File: src/rtl/mac_pkg.sv
// -----------------------------------------------------------------------------
// mac_pkg
// Shared definitions for the dot-product sequencer and the 32-bit
// multiply-accumulate register it drives.
//
// Contents:
//   OPERAND_W, ACC_W      operand and accumulator widths
//   MAC_OP_*              opcode values understood by the MAC register
//   state_t               sequencer FSM state encoding
//   operand_t             one buffered operand pair {last, a, b}
// -----------------------------------------------------------------------------
package mac_pkg;

   localparam int OPERAND_W = 16;
   localparam int ACC_W     = 32;

   // MAC register opcodes: hold keeps the register, load writes {a,b},
   // accumulate adds the unsigned product a*b (wrapping mod 2^32).
   localparam logic [1:0] MAC_OP_HOLD = 2'd0;
   localparam logic [1:0] MAC_OP_LOAD = 2'd1;
   localparam logic [1:0] MAC_OP_ACC  = 2'd2;

   typedef enum logic [2:0] {
      ST_IDLE  = 3'd0,
      ST_CLEAR = 3'd1,
      ST_ACCUM = 3'd2,
      ST_DRAIN = 3'd3,
      ST_DONE  = 3'd4
   } state_t;

   // Field order fixes the 33-bit FIFO word layout: {last, a, b}.
   typedef struct packed {
      logic                 last;
      logic [OPERAND_W-1:0] a;
      logic [OPERAND_W-1:0] b;
   } operand_t;

endpackage

File: src/rtl/operand_fifo.sv
// -----------------------------------------------------------------------------
// operand_fifo
// Synchronous FIFO buffering operand pairs for the dot-product sequencer.
// Registered storage with a combinational head: an entry pushed at a clock
// edge appears on rdata in the following cycle (no write-through bypass).
//
// Ports:
//   clk, rst_n   clock, synchronous active-low reset (empties the FIFO)
//   push, wdata  write request and data; ignored while full, even if a pop
//                happens in the same cycle
//   pop, rdata   read request and current head; pop ignored while empty
//   count        number of stored entries (0..DEPTH)
//   full, empty  occupancy flags
// -----------------------------------------------------------------------------
module operand_fifo #(
   parameter int DEPTH = 4,
   parameter int WIDTH = 33
) (
   input  logic                     clk,
   input  logic                     rst_n,
   input  logic                     push,
   input  logic [WIDTH-1:0]         wdata,
   input  logic                     pop,
   output logic [WIDTH-1:0]         rdata,
   output logic [$clog2(DEPTH):0]   count,
   output logic                     full,
   output logic                     empty
);

   localparam int PTR_W   = $clog2(DEPTH);
   localparam int COUNT_W = PTR_W + 1;

   logic [WIDTH-1:0] mem [DEPTH];
   logic [PTR_W-1:0] wr_ptr;
   logic [PTR_W-1:0] rd_ptr;
   logic             do_push;
   logic             do_pop;

   assign full    = (count == COUNT_W'(DEPTH));
   assign empty   = (count == '0);
   assign do_push = push && !full;
   assign do_pop  = pop && !empty;
   assign rdata   = mem[rd_ptr];

   // Storage needs no reset: an entry is only visible once count says so.
   always_ff @(posedge clk) begin
      if (do_push) begin
         mem[wr_ptr] <= wdata;
      end
   end

   // DEPTH is a power of two, so the pointers wrap by plain overflow.
   always_ff @(posedge clk) begin
      if (!rst_n) begin
         wr_ptr <= '0;
         rd_ptr <= '0;
         count  <= '0;
      end else begin
         if (do_push) begin
            wr_ptr <= wr_ptr + 1'b1;
         end
         if (do_pop) begin
            rd_ptr <= rd_ptr + 1'b1;
         end
         case ({do_push, do_pop})
            2'b10:   count <= count + 1'b1;
            2'b01:   count <= count - 1'b1;
            default: count <= count;
         endcase
      end
   end

endmodule

File: src/rtl/dot_product_sequencer.sv
// -----------------------------------------------------------------------------
// dot_product_sequencer
// Control stage in front of the 32-bit MAC register. Operand pairs are
// buffered in a small FIFO; for each vector the sequencer clears the MAC
// register, issues one accumulate per pair until the pair tagged last, then
// captures the MAC register output and offers it on a valid/ready port.
//
// Handshakes (both ports): a transfer happens in a cycle where valid and
// ready are both high at the rising clock edge. The producer holds its data
// stable while valid is high and ready is low; ready never depends on valid.
//
// Ports:
//   clk, rst_n            clock, synchronous active-low reset
//   in_valid/in_ready     operand input handshake (in_ready = FIFO not full)
//   in_a, in_b, in_last   operand pair and end-of-vector tag
//   mac_opcode/a/b        combinational drive of the MAC register inputs
//   mac_data              MAC register output
//   res_valid/res_ready   result handshake
//   res_data, res_terms   dot product and saturating count of pairs
//   busy                  FSM not idle or operands still queued
// -----------------------------------------------------------------------------
module dot_product_sequencer
   import mac_pkg::*;
#(
   parameter int DEPTH = 4,
   parameter int CNT_W = 8
) (
   input  logic                 clk,
   input  logic                 rst_n,
   input  logic                 in_valid,
   output logic                 in_ready,
   input  logic [OPERAND_W-1:0] in_a,
   input  logic [OPERAND_W-1:0] in_b,
   input  logic                 in_last,
   output logic [1:0]           mac_opcode,
   output logic [OPERAND_W-1:0] mac_a,
   output logic [OPERAND_W-1:0] mac_b,
   input  logic [ACC_W-1:0]     mac_data,
   output logic                 res_valid,
   input  logic                 res_ready,
   output logic [ACC_W-1:0]     res_data,
   output logic [CNT_W-1:0]     res_terms,
   output logic                 busy
);

   localparam int COUNT_W = $clog2(DEPTH) + 1;

   state_t             state;
   state_t             next_state;
   operand_t           push_entry;
   operand_t           head;
   logic               push;
   logic               pop;
   logic               full;
   logic               empty;
   logic [COUNT_W-1:0] fifo_count;
   logic [CNT_W-1:0]   term_cnt;
   logic               cnt_clear;
   logic               cnt_inc;
   logic               latch_res;
   logic               res_accept;

   // ---------------------------------------------------------------------
   // Operand buffer
   // ---------------------------------------------------------------------
   assign push_entry = {in_last, in_a, in_b};
   assign in_ready   = !full;
   assign push       = in_valid && in_ready;

   operand_fifo #(
      .DEPTH (DEPTH),
      .WIDTH ($bits(operand_t))
   ) u_fifo (
      .clk   (clk),
      .rst_n (rst_n),
      .push  (push),
      .wdata (push_entry),
      .pop   (pop),
      .rdata (head),
      .count (fifo_count),
      .full  (full),
      .empty (empty)
   );

   assign busy = (state != ST_IDLE) || (fifo_count != '0);

   // ---------------------------------------------------------------------
   // FSM: next state and MAC drive
   // ---------------------------------------------------------------------
   always_comb begin
      next_state = state;
      mac_opcode = MAC_OP_HOLD;
      mac_a      = '0;
      mac_b      = '0;
      pop        = 1'b0;
      cnt_clear  = 1'b0;
      cnt_inc    = 1'b0;
      latch_res  = 1'b0;
      res_accept = 1'b0;

      case (state)
         ST_IDLE: begin
            if (!empty) begin
               next_state = ST_CLEAR;
            end
         end

         // Loading {0,0} zeroes the MAC register, which has no reset.
         ST_CLEAR: begin
            mac_opcode = MAC_OP_LOAD;
            cnt_clear  = 1'b1;
            next_state = ST_ACCUM;
         end

         // An empty FIFO here is a bubble: hold the MAC and wait.
         ST_ACCUM: begin
            if (!empty) begin
               pop        = 1'b1;
               mac_opcode = MAC_OP_ACC;
               mac_a      = head.a;
               mac_b      = head.b;
               cnt_inc    = 1'b1;
               if (head.last) begin
                  next_state = ST_DRAIN;
               end
            end
         end

         // The last accumulate landed at the end of the previous cycle, so
         // mac_data now carries the final sum.
         ST_DRAIN: begin
            latch_res  = 1'b1;
            next_state = ST_DONE;
         end

         // Pushes continue to land in the FIFO; nothing is popped until the
         // result has been taken.
         ST_DONE: begin
            if (res_valid && res_ready) begin
               res_accept = 1'b1;
               next_state = ST_IDLE;
            end
         end

         default: begin
            next_state = ST_IDLE;
         end
      endcase
   end

   // ---------------------------------------------------------------------
   // State, term counter and result registers
   // ---------------------------------------------------------------------
   always_ff @(posedge clk) begin
      if (!rst_n) begin
         state     <= ST_IDLE;
         term_cnt  <= '0;
         res_valid <= 1'b0;
         res_data  <= '0;
         res_terms <= '0;
      end else begin
         state <= next_state;

         // Saturates so very long vectors report all-ones rather than wrap.
         if (cnt_clear) begin
            term_cnt <= '0;
         end else if (cnt_inc && (term_cnt != '1)) begin
            term_cnt <= term_cnt + 1'b1;
         end

         if (latch_res) begin
            res_data  <= mac_data;
            res_terms <= term_cnt;
            res_valid <= 1'b1;
         end else if (res_accept) begin
            res_valid <= 1'b0;
         end
      end
   end

endmodule

File: config.mk
export PLATFORM = sky130hd
export DESIGN_NAME = dot_product_sequencer
export DESIGN_NICKNAME = d
export VERILOG_FILES = /design/src/rtl/mac_pkg.sv /design/src/rtl/operand_fifo.sv /design/src/rtl/dot_product_sequencer.sv
export SDC_FILE = /design/constraint.sdc
export NUM_CORES = 1
export LEC_CHECK = 0
export ABC_AREA = 1
export CORE_ASPECT_RATIO = 1.5
export CORE_UTILIZATION = 52
export CTS_CLUSTER_SIZE = 14
export DETAILED_ROUTE_END_ITERATION = 10
export PLACE_DENSITY = 0.81
export SLEW_MARGIN = 40
export SYNTH_ARGS = -nofsm -noshare
export SYNTH_HDL_FRONTEND = slang
export SYNTH_SLANG_ARGS = --single-unit
File: constraint.sdc
create_clock -name clk -period 3.6 [get_ports clk]
set_input_delay 0.72 -clock clk [delete_from_list [all_inputs] [get_ports clk]]
set_output_delay 0.72 -clock clk [all_outputs]
set_load 0.05 [all_outputs]
==> metrics.md, run 1 <==
| Metric | Value |
|---|---|
| Status | complete, no violations |
| I/O pin count | 146 |
| Buffers from clock root to sink, at most | 2 |
| Cell Area, Synth | 7602 um2 |
| Core Region | 14120 um2 |
| Dominant cell by count in the synthesized netlist | sky130_fd_sc_hd__nor2_1 |
| Number of distinct library cells after synthesis | 25 |
| Actual slew at the worst max-slew pin | 0.7944 ns |
| Total of max-cap violations | 0 |
| Complex-gate fraction of the synthesized area | 10.93% |
| Number of buffers and inverters on the critical path | 2 |
| Total routing resource utilization after global routing | 22.92% |
| Detailed placement HPWL | 10550 um |
| Crit path cell chain | inv_1, nand3_1, nand2_2, a21oi_1, buf_12 |
| Layout cells sized above 1 | 10.93% |
| Synthesized-area fraction occupied by and/or/nand/nor cells | 14.91% |
| Synth-to-Final Area Change | 32.67% |
| Area share of the largest cell type after synthesis | 52.14% |
| Post-synth EDFFs | 132 |
| Clock-pin slew of the registers on the worst-case setup and hold paths | 0.07 ns |
| Number of nets produced by synthesis | 795 |
| Final weighted congestion in routability-driven placement | 0.7243 |
| Fmax achieved | 0.3366 GHz |
| Number of endpoints with negative hold slack in the final report | 0 |
| Total grt overflow | 0 |
| Vias after detailed routing | 5550 |
| Setup violation total in the final timing report | 0 |
| Post-cts hold buffer count | 0 |
| PortBufs | 145 |
| Post-route DRC violation count | 0 |
| Main combinational cell family by area after synthesis | simple AND/OR/NAND/NOR gates |
| Adder and majority gate portion of the synthesized area | 1.251% |
| Multi-input gate area | 2116 um2 |
| Antenna Nets Post-Route | 0 |
| First drt pass iteration count | 4 |
| Clock period minus worst slack | 2.971 ns |
| Diodes inserted | 0 |
| Class of the most critical setup path | reg -> out |
| Chip Width | 100.7 um |
| Family with the most delay on the worst path | simple AND/OR/NAND/NOR gates |
| Net count of the finished layout | 932 |
| Share of synthesized area occupied by flip-flops and latches | 68.20% |
| Number of clock buffers inserted by TritonCTS | 17 |
| Vert. Die Dim | 150.1 um |
| Finished Core Util | 71.41% |
| Most area-hungry cell type in the Yosys netlist | sky130_fd_sc_hd__edfxtp_1 |
| DIE AREA | 15120 um2 |
| Count of warnings emitted by yosys | 0 |
| Element type at the critical path start | flop |
| Setup repair bufs after CTS | 0 |
| First-pass GRT wire length | 26720 um |
| Total leakage power | 3.668 nW |
| Sort of element at the end of the critical path | primary output |
| Mean number of vias per cell | 5.231 |
| Wire length per cell | 15.51 um |
| Seq cells post-synth | 193 |
| Slew headroom | 46.85% |
| Clock sinks | 193 |
| Final period utilization | 82.53% |
| Worst skew pair latency | 0.41 ns |
| Layout fillers | 968 |
| Leading post-synthesis cells by cell area | sky130_fd_sc_hd__edfxtp_1 52%, sky130_fd_sc_hd__dfxtp_1 16%, sky130_fd_sc_hd__nor2_1 10%, sky130_fd_sc_hd__o21ai_0 6.3%, sky130_fd_sc_hd__a21oi_1 3.6% |
| Arrival @ worst endpoint | 2.25 ns |
| Effective utilization at floorplan | 53.82% |
| Data required time at the worst endpoint | 2.88 ns |
| Most frequently used flop master after synthesis | sky130_fd_sc_hd__edfxtp_1 |
| Final Max Tran Viols | 0 |
| Starting DRC count in detailed routing | 241 |
| Power density over the cells | 586.7 nW/um2 |
| Cell count after synthesis | 719 |
| Wire length after detailed routing | 16460 um |
| Top cells by count, synth | 210 x sky130_fd_sc_hd__nor2_1, 132 x sky130_fd_sc_hd__edfxtp_1, 96 x sky130_fd_sc_hd__o21ai_0, 61 x sky130_fd_sc_hd__dfxtp_1, 55 x sky130_fd_sc_hd__a21oi_1 |
| Mean post-synth cell area | 10.57 um2 |
| Number of instances resized during post-cts repair | 0 |
| XOR/XNOR Fraction of Synth Area | 0.3456% |
| Multiplexer share of the synthesized area | 0% |
| Peak per-stage delay on the critical path | 0.52 ns |
| Pin count of the biggest net entering global routing | 67 |
| Worst Hold Margin | 0.4898 ns |
| Peak supply drop | 0.0004856 V |
| Share of flip-flops with an asynchronous set or reset | 0% |
| Type of the worst min-delay path | reg -> reg |
| Number of placement rows | 53 |
| Clock tree from TritonCTS | done |
| Fin Clk Skew | 0.01001 ns |
| CTS root buf | sky130_fd_sc_hd__clkbuf_16 |
| Antenna violations before repair | 0 |
| Accumulated negative setup slack | 0 ns |
| Slowest cell on the critical path | sky130_fd_sc_hd__a21oi_1 |
| Vias in the first global route | 5454 |
| Unrepaired setup endpoints after global routing | no |
| Footprint of the flip-flops and latches | 5186 um2 |
| Biggest fanout along the worst timing path | 34 |
| CTS H-tree depth | 4 |
==> path summary, 6_finish.rpt <==
path | start | endpoint | slack [ns] | depth (start not counted)
setup / recovery | u_fifo.count[0] | mac_a[8] | 0.63 | 5
hold / removal | res_valid | res_valid | 0.49 | 2
setup reg to reg | u_fifo.count[0] | u_fifo.count[2] | 1.39 | 9
hold reg to reg | res_valid | res_valid | 0.49 | 2
==> logic make-up (layout without fill, tap and decap cells) <==
group,count (synthesis),after routing
AOI/OAI and AO/OA,166,166
adders and majority gates,7,7
and+or+nand+nor,283,283
buffers and inverters,67,217
xor gates and xnor gates,3,3
DFF,193,193
==> state kept, by name, indices dropped and copies added (netlist names), named ones only <==
signal         count
res_valid          1
state              3
u_fifo.wr_ptr      2
u_fifo.count       3
res_data          32
u_fifo.mem       132
term_cnt           8
u_fifo.rd_ptr      2
res_terms          8
==> placed cells by master, fill, tap and decap left out, types with 3 or more instances in the layout <==
cell and instances:
sky130_fd_sc_hd__a21oi_1 55, sky130_fd_sc_hd__buf_12 32, sky130_fd_sc_hd__buf_4 12, sky130_fd_sc_hd__clkbuf_16 17, sky130_fd_sc_hd__clkdlybuf4s50_1 113, sky130_fd_sc_hd__clkinvlp_4 4, sky130_fd_sc_hd__dfxtp_1 60, sky130_fd_sc_hd__edfxtp_1 132
sky130_fd_sc_hd__ha_1 6, sky130_fd_sc_hd__inv_1 24, sky130_fd_sc_hd__inv_2 3, sky130_fd_sc_hd__inv_8 4, sky130_fd_sc_hd__nand2_1 40, sky130_fd_sc_hd__nand2_2 3, sky130_fd_sc_hd__nand3_1 15, sky130_fd_sc_hd__nand4_1 5
sky130_fd_sc_hd__nor2_1 206, sky130_fd_sc_hd__nor2_2 5, sky130_fd_sc_hd__nor2_4 5, sky130_fd_sc_hd__o21ai_0 96, sky130_fd_sc_hd__o21ai_1 15, sky130_fd_sc_hd__xor2_1 3
==> metrics by stage <==
stage	setup WS (ns)	area, um2	std cells	total power [W]
5_1_grt	0.4354	10090	1061	0.006174
3_5_place_dp	0.8264	9509	1029	0.004165
3_3_place_gp	0.8593	9509	1029	0.004134
6_report	0.6290	10090	1061	0.005918
2_1_floorplan	0.5746	7602	719	0.003597
4_1_cts	0.5787	10080	1061	0.005959
==> area by class of cell <==
class	count	share of cell area (%)
flip-flops and latches	193	51.42
multi-input cells	459	20.98
repair buffers	157	18.46
clock buffers	17	4.218
well taps	192	2.382
clock inverters	15	1.489
inverters	28	1.054
==> worst min-delay path: stages (launching register included) <==
cell	delay, ns
sky130_fd_sc_hd__dfxtp_1	0.32
sky130_fd_sc_hd__nand2_1	0.07
sky130_fd_sc_hd__a21oi_1	0.05
==> power by group <==
group          internal [W]  switching [W]  total (W)  leakage [nW]
combinational      0.000514       0.000970    0.00148          1.69
sequential          0.00255      0.0000806    0.00263          1.71
clock              0.000976       0.000831    0.00181         0.270
total               0.00404        0.00188    0.00592          3.67
==> per-layer routing <==
layer / up-vias / wire (um) / GRT usage [%]
met5: - / 0 / 0
li1: 2724 / - / -
met2: 199 / 8644 / 42.02
met3: 14 / 1150 / 5.745
met1: 2613 / 6472 / 26.31
met4: 0 / 191 / 6.087
No activity file was read; power rests on OpenSTA's default activity.
==> inputs of run 2 (changes only) <==
==> constraint.sdc (replaced) <==
create_clock -name clk -period 2.81 [get_ports clk]
set_input_delay 0.562 -clock clk [delete_from_list [all_inputs] [get_ports clk]]
set_output_delay 0.562 -clock clk [all_outputs]
set_load 0.05 [all_outputs]
==> metrics.md, run 2 (synthesis gave the netlist of run 1 again) <==
| Metric | Value |
|---|---|
| First-pass GRT wire length | 27900 um |
| Clock sinks | 193 |
| Vias in the first global route | 5778 |
| Actual slew at the worst max-slew pin | 0.5926 ns |
| Total of max-cap violations | 0 |
| Clock tree from TritonCTS | done |
| CTS root buf | sky130_fd_sc_hd__clkbuf_16 |
| Antenna Nets Post-Route | 0 |
| Fmax achieved | 0.3768 GHz |
| Leading cell types in the layout, fill and taps excluded | 206 x sky130_fd_sc_hd__nor2_1, 132 x sky130_fd_sc_hd__edfxtp_1, 113 x sky130_fd_sc_hd__clkdlybuf4s50_1, 96 x sky130_fd_sc_hd__o21ai_0, 60 x sky130_fd_sc_hd__dfxtp_1 |
| Final Max Tran Viols | 0 |
| Final instance area | 10210 um2 |
| Vias after detailed routing | 5594 |
| Placed standard-cell area | 9597 um2 |
| Setup violation total in the final timing report | 0 |
| Total grt overflow | 0 |
| Wire length after detailed routing | 16970 um |
| Number of flip-flops under the largest register name | 132 |
| PortBufs | 145 |
| Slew headroom | 60.44% |
| Largest Register | u_fifo.mem |
| Arrival @ worst endpoint | 2.09 ns |
| Core Region | 14120 um2 |
| Number of endpoints with negative hold slack in the final report | 0 |
| Pin count of the biggest net entering global routing | 47 |
| First drt pass iteration count | 5 |
| Clock network fraction of total power | 31.8% |
| Mean number of vias per cell | 5.248 |
| Clock-pin slew of the registers on the worst-case setup and hold paths | 0.07 ns |
| Peak supply drop | 0.0005288 V |
| Layout fillers | 945 |
| Post-Place Worst Slack | 0.4572 ns |
| Unrepaired setup endpoints after global routing | no |
| Detailed placement HPWL | 10500 um |
| Vert. Die Dim | 150.1 um |
| Synth-to-Final Area Change | 34.35% |
| Startpoint of the tightest hold check path | u_fifo.rd_ptr[0] |
| Post-cts hold buffer count | 0 |
| Effective utilization at floorplan | 53.82% |
| Internal power | 0.005368 W |
| CTS H-tree depth | 4 |
| Biggest fanout along the worst timing path | 4 |
| Multi-input gate area | 2126 um2 |
| Total leakage power | 3.730 nW |
| Antenna violations before repair | 0 |
| Total routing resource utilization after global routing | 24.19% |
| Wire length per cell | 15.92 um |
| Combinational group share of total power | 25.0% |
| Startpoint of the lowest-slack register-to-register path | u_fifo.count[0] |
| Number of placement rows | 53 |
| Data required time at the worst endpoint | 2.25 ns |
| Switch share | 31.09% |
| Element type at the critical path start | flop |
| Status | complete, no violations |
| Class of the most critical setup path | reg -> out |
| Clock period minus worst slack | 2.654 ns |
| Final weighted congestion in routability-driven placement | 0.7902 |
| Sort of element at the end of the critical path | primary output |
| Registers with the most flip-flops | u_fifo.mem x132, res_data x32 |
| Setup repair bufs after CTS | 0 |
| Footprint of the flip-flops and latches | 5186 um2 |
| Diodes inserted | 0 |
| Worst skew pair latency | 0.43 ns |
| Buffers from clock root to sink, at most | 2 |
| Post-route DRC violation count | 0 |
| Net count of the finished layout | 937 |
| DIE AREA | 15120 um2 |
| Flop pwr share | 43.3% |
| Starting DRC count in detailed routing | 285 |
| Power density over the cells | 762.8 nW/um2 |
| Number of clock buffers inserted by TritonCTS | 17 |
| Most frequent standard cell in the layout excluding fill and tap cells | sky130_fd_sc_hd__nor2_1 |
| Accumulated negative setup slack | 0 ns |
| Fin Clk Skew | 0.009672 ns |
| Net load switching power | 0.002422 W |
| I/O pin count | 146 |
| Type of the worst min-delay path | reg -> reg |
| Worst path setup slack after routing | 0.1563 ns |
| Final period utilization | 94.44% |
| Chip Width | 100.7 um |
| Layout cells sized above 1 | 11.21% |
| Worst setup path startpoint | state[2] |
run 2: changes by cell type in the layout (fill, tap and decap cells not counted), moves of 2 or more:
cell,change
sky130_fd_sc_hd__buf_12,+4
sky130_fd_sc_hd__bufinv_16,+2
sky130_fd_sc_hd__clkinv_1,+2
sky130_fd_sc_hd__clkinv_2,-2
sky130_fd_sc_hd__inv_8,-2
run 2: critical path, stage by stage, from the launching register on:
cell and delay [ns]:
sky130_fd_sc_hd__dfxtp_1 0.35, sky130_fd_sc_hd__nor2_2 0.19, sky130_fd_sc_hd__nand2_1 0.16, sky130_fd_sc_hd__nor2_4 0.16, sky130_fd_sc_hd__clkdlybuf4s50_1 0.81
run 2: path summary, 6_finish.rpt:
kind	end	slack [ns]	cells past startpoint
worst min-delay path	u_fifo.rd_ptr[0]	0.49	1
worst max-delay path	mac_opcode[1]	0.16	4
worst min register to register	u_fifo.rd_ptr[0]	0.49	1
worst max register to register	u_fifo.count[2]	0.65	9
run 2: per-layer routing:
layer / wire, um / GRT usage (%) / vias up
met2: 8887 / 41.85 / 213
met3: 1237 / 6.866 / 22
met5: 0 / 0 / -
met4: 236 / 8.116 / 0
li1: - / - / 2733
met1: 6606 / 28.79 / 2626
run 2: area by class of cell:
| type | count | share of cell area (%) |
|---|---|---|
| clock buffer | 18 | 4.202 |
| clock inverter | 14 | 1.740 |
| inverter | 28 | 1.029 |
| multi-input combinational | 459 | 20.81 |
| sequential | 193 | 50.78 |
| tap | 192 | 2.352 |
| timing repair buffer | 162 | 19.09 |
run 2: repair_timing:
item / 4_1_cts / 5_1_grt
endpoints found under the setup margin: 2 / 1
hold endpoints to repair: 0 / 0
gates resized for setup: 1 / 1
run 2: through the flow:
step	hold slack [ns]	cells	power, W	utilization (%)
global placement	0.4687	1034	0.005322	67.94
CTS	0.4889	1066	0.007837	72.27
floorplan	0.4542	719	0.004608	-
detailed placement	0.4741	1034	0.005363	67.94
finish	0.4905	1066	0.007791	72.31
global route	0.5026	1066	0.008115	72.31
run 2: power by group through the flow:
stage,clock [W],combinational (W),sequential [W]
2_1_floorplan,0,0.000930,0.00368
3_3_place_gp,0,0.00191,0.00342
6_report,0.00247,0.00195,0.00337
3_5_place_dp,0,0.00194,0.00343
5_1_grt,0.00262,0.00210,0.00339
4_1_cts,0.00251,0.00196,0.00337
==> inputs of run 3 (changes only) <==
--- a/config.mk
+++ b/config.mk
@@ -11,6 +11,7 @@
 export CTS_CLUSTER_SIZE = 14
 export DETAILED_ROUTE_END_ITERATION = 10
 export PLACE_DENSITY = 0.81
+export SKIP_LAST_GASP = 1
 export SLEW_MARGIN = 40
 export SYNTH_ARGS = -nofsm -noshare
 export SYNTH_HDL_FRONTEND = slang
==> results of run 3 <==
No change in the layout: final DEF, timing and power equal those of run 2.
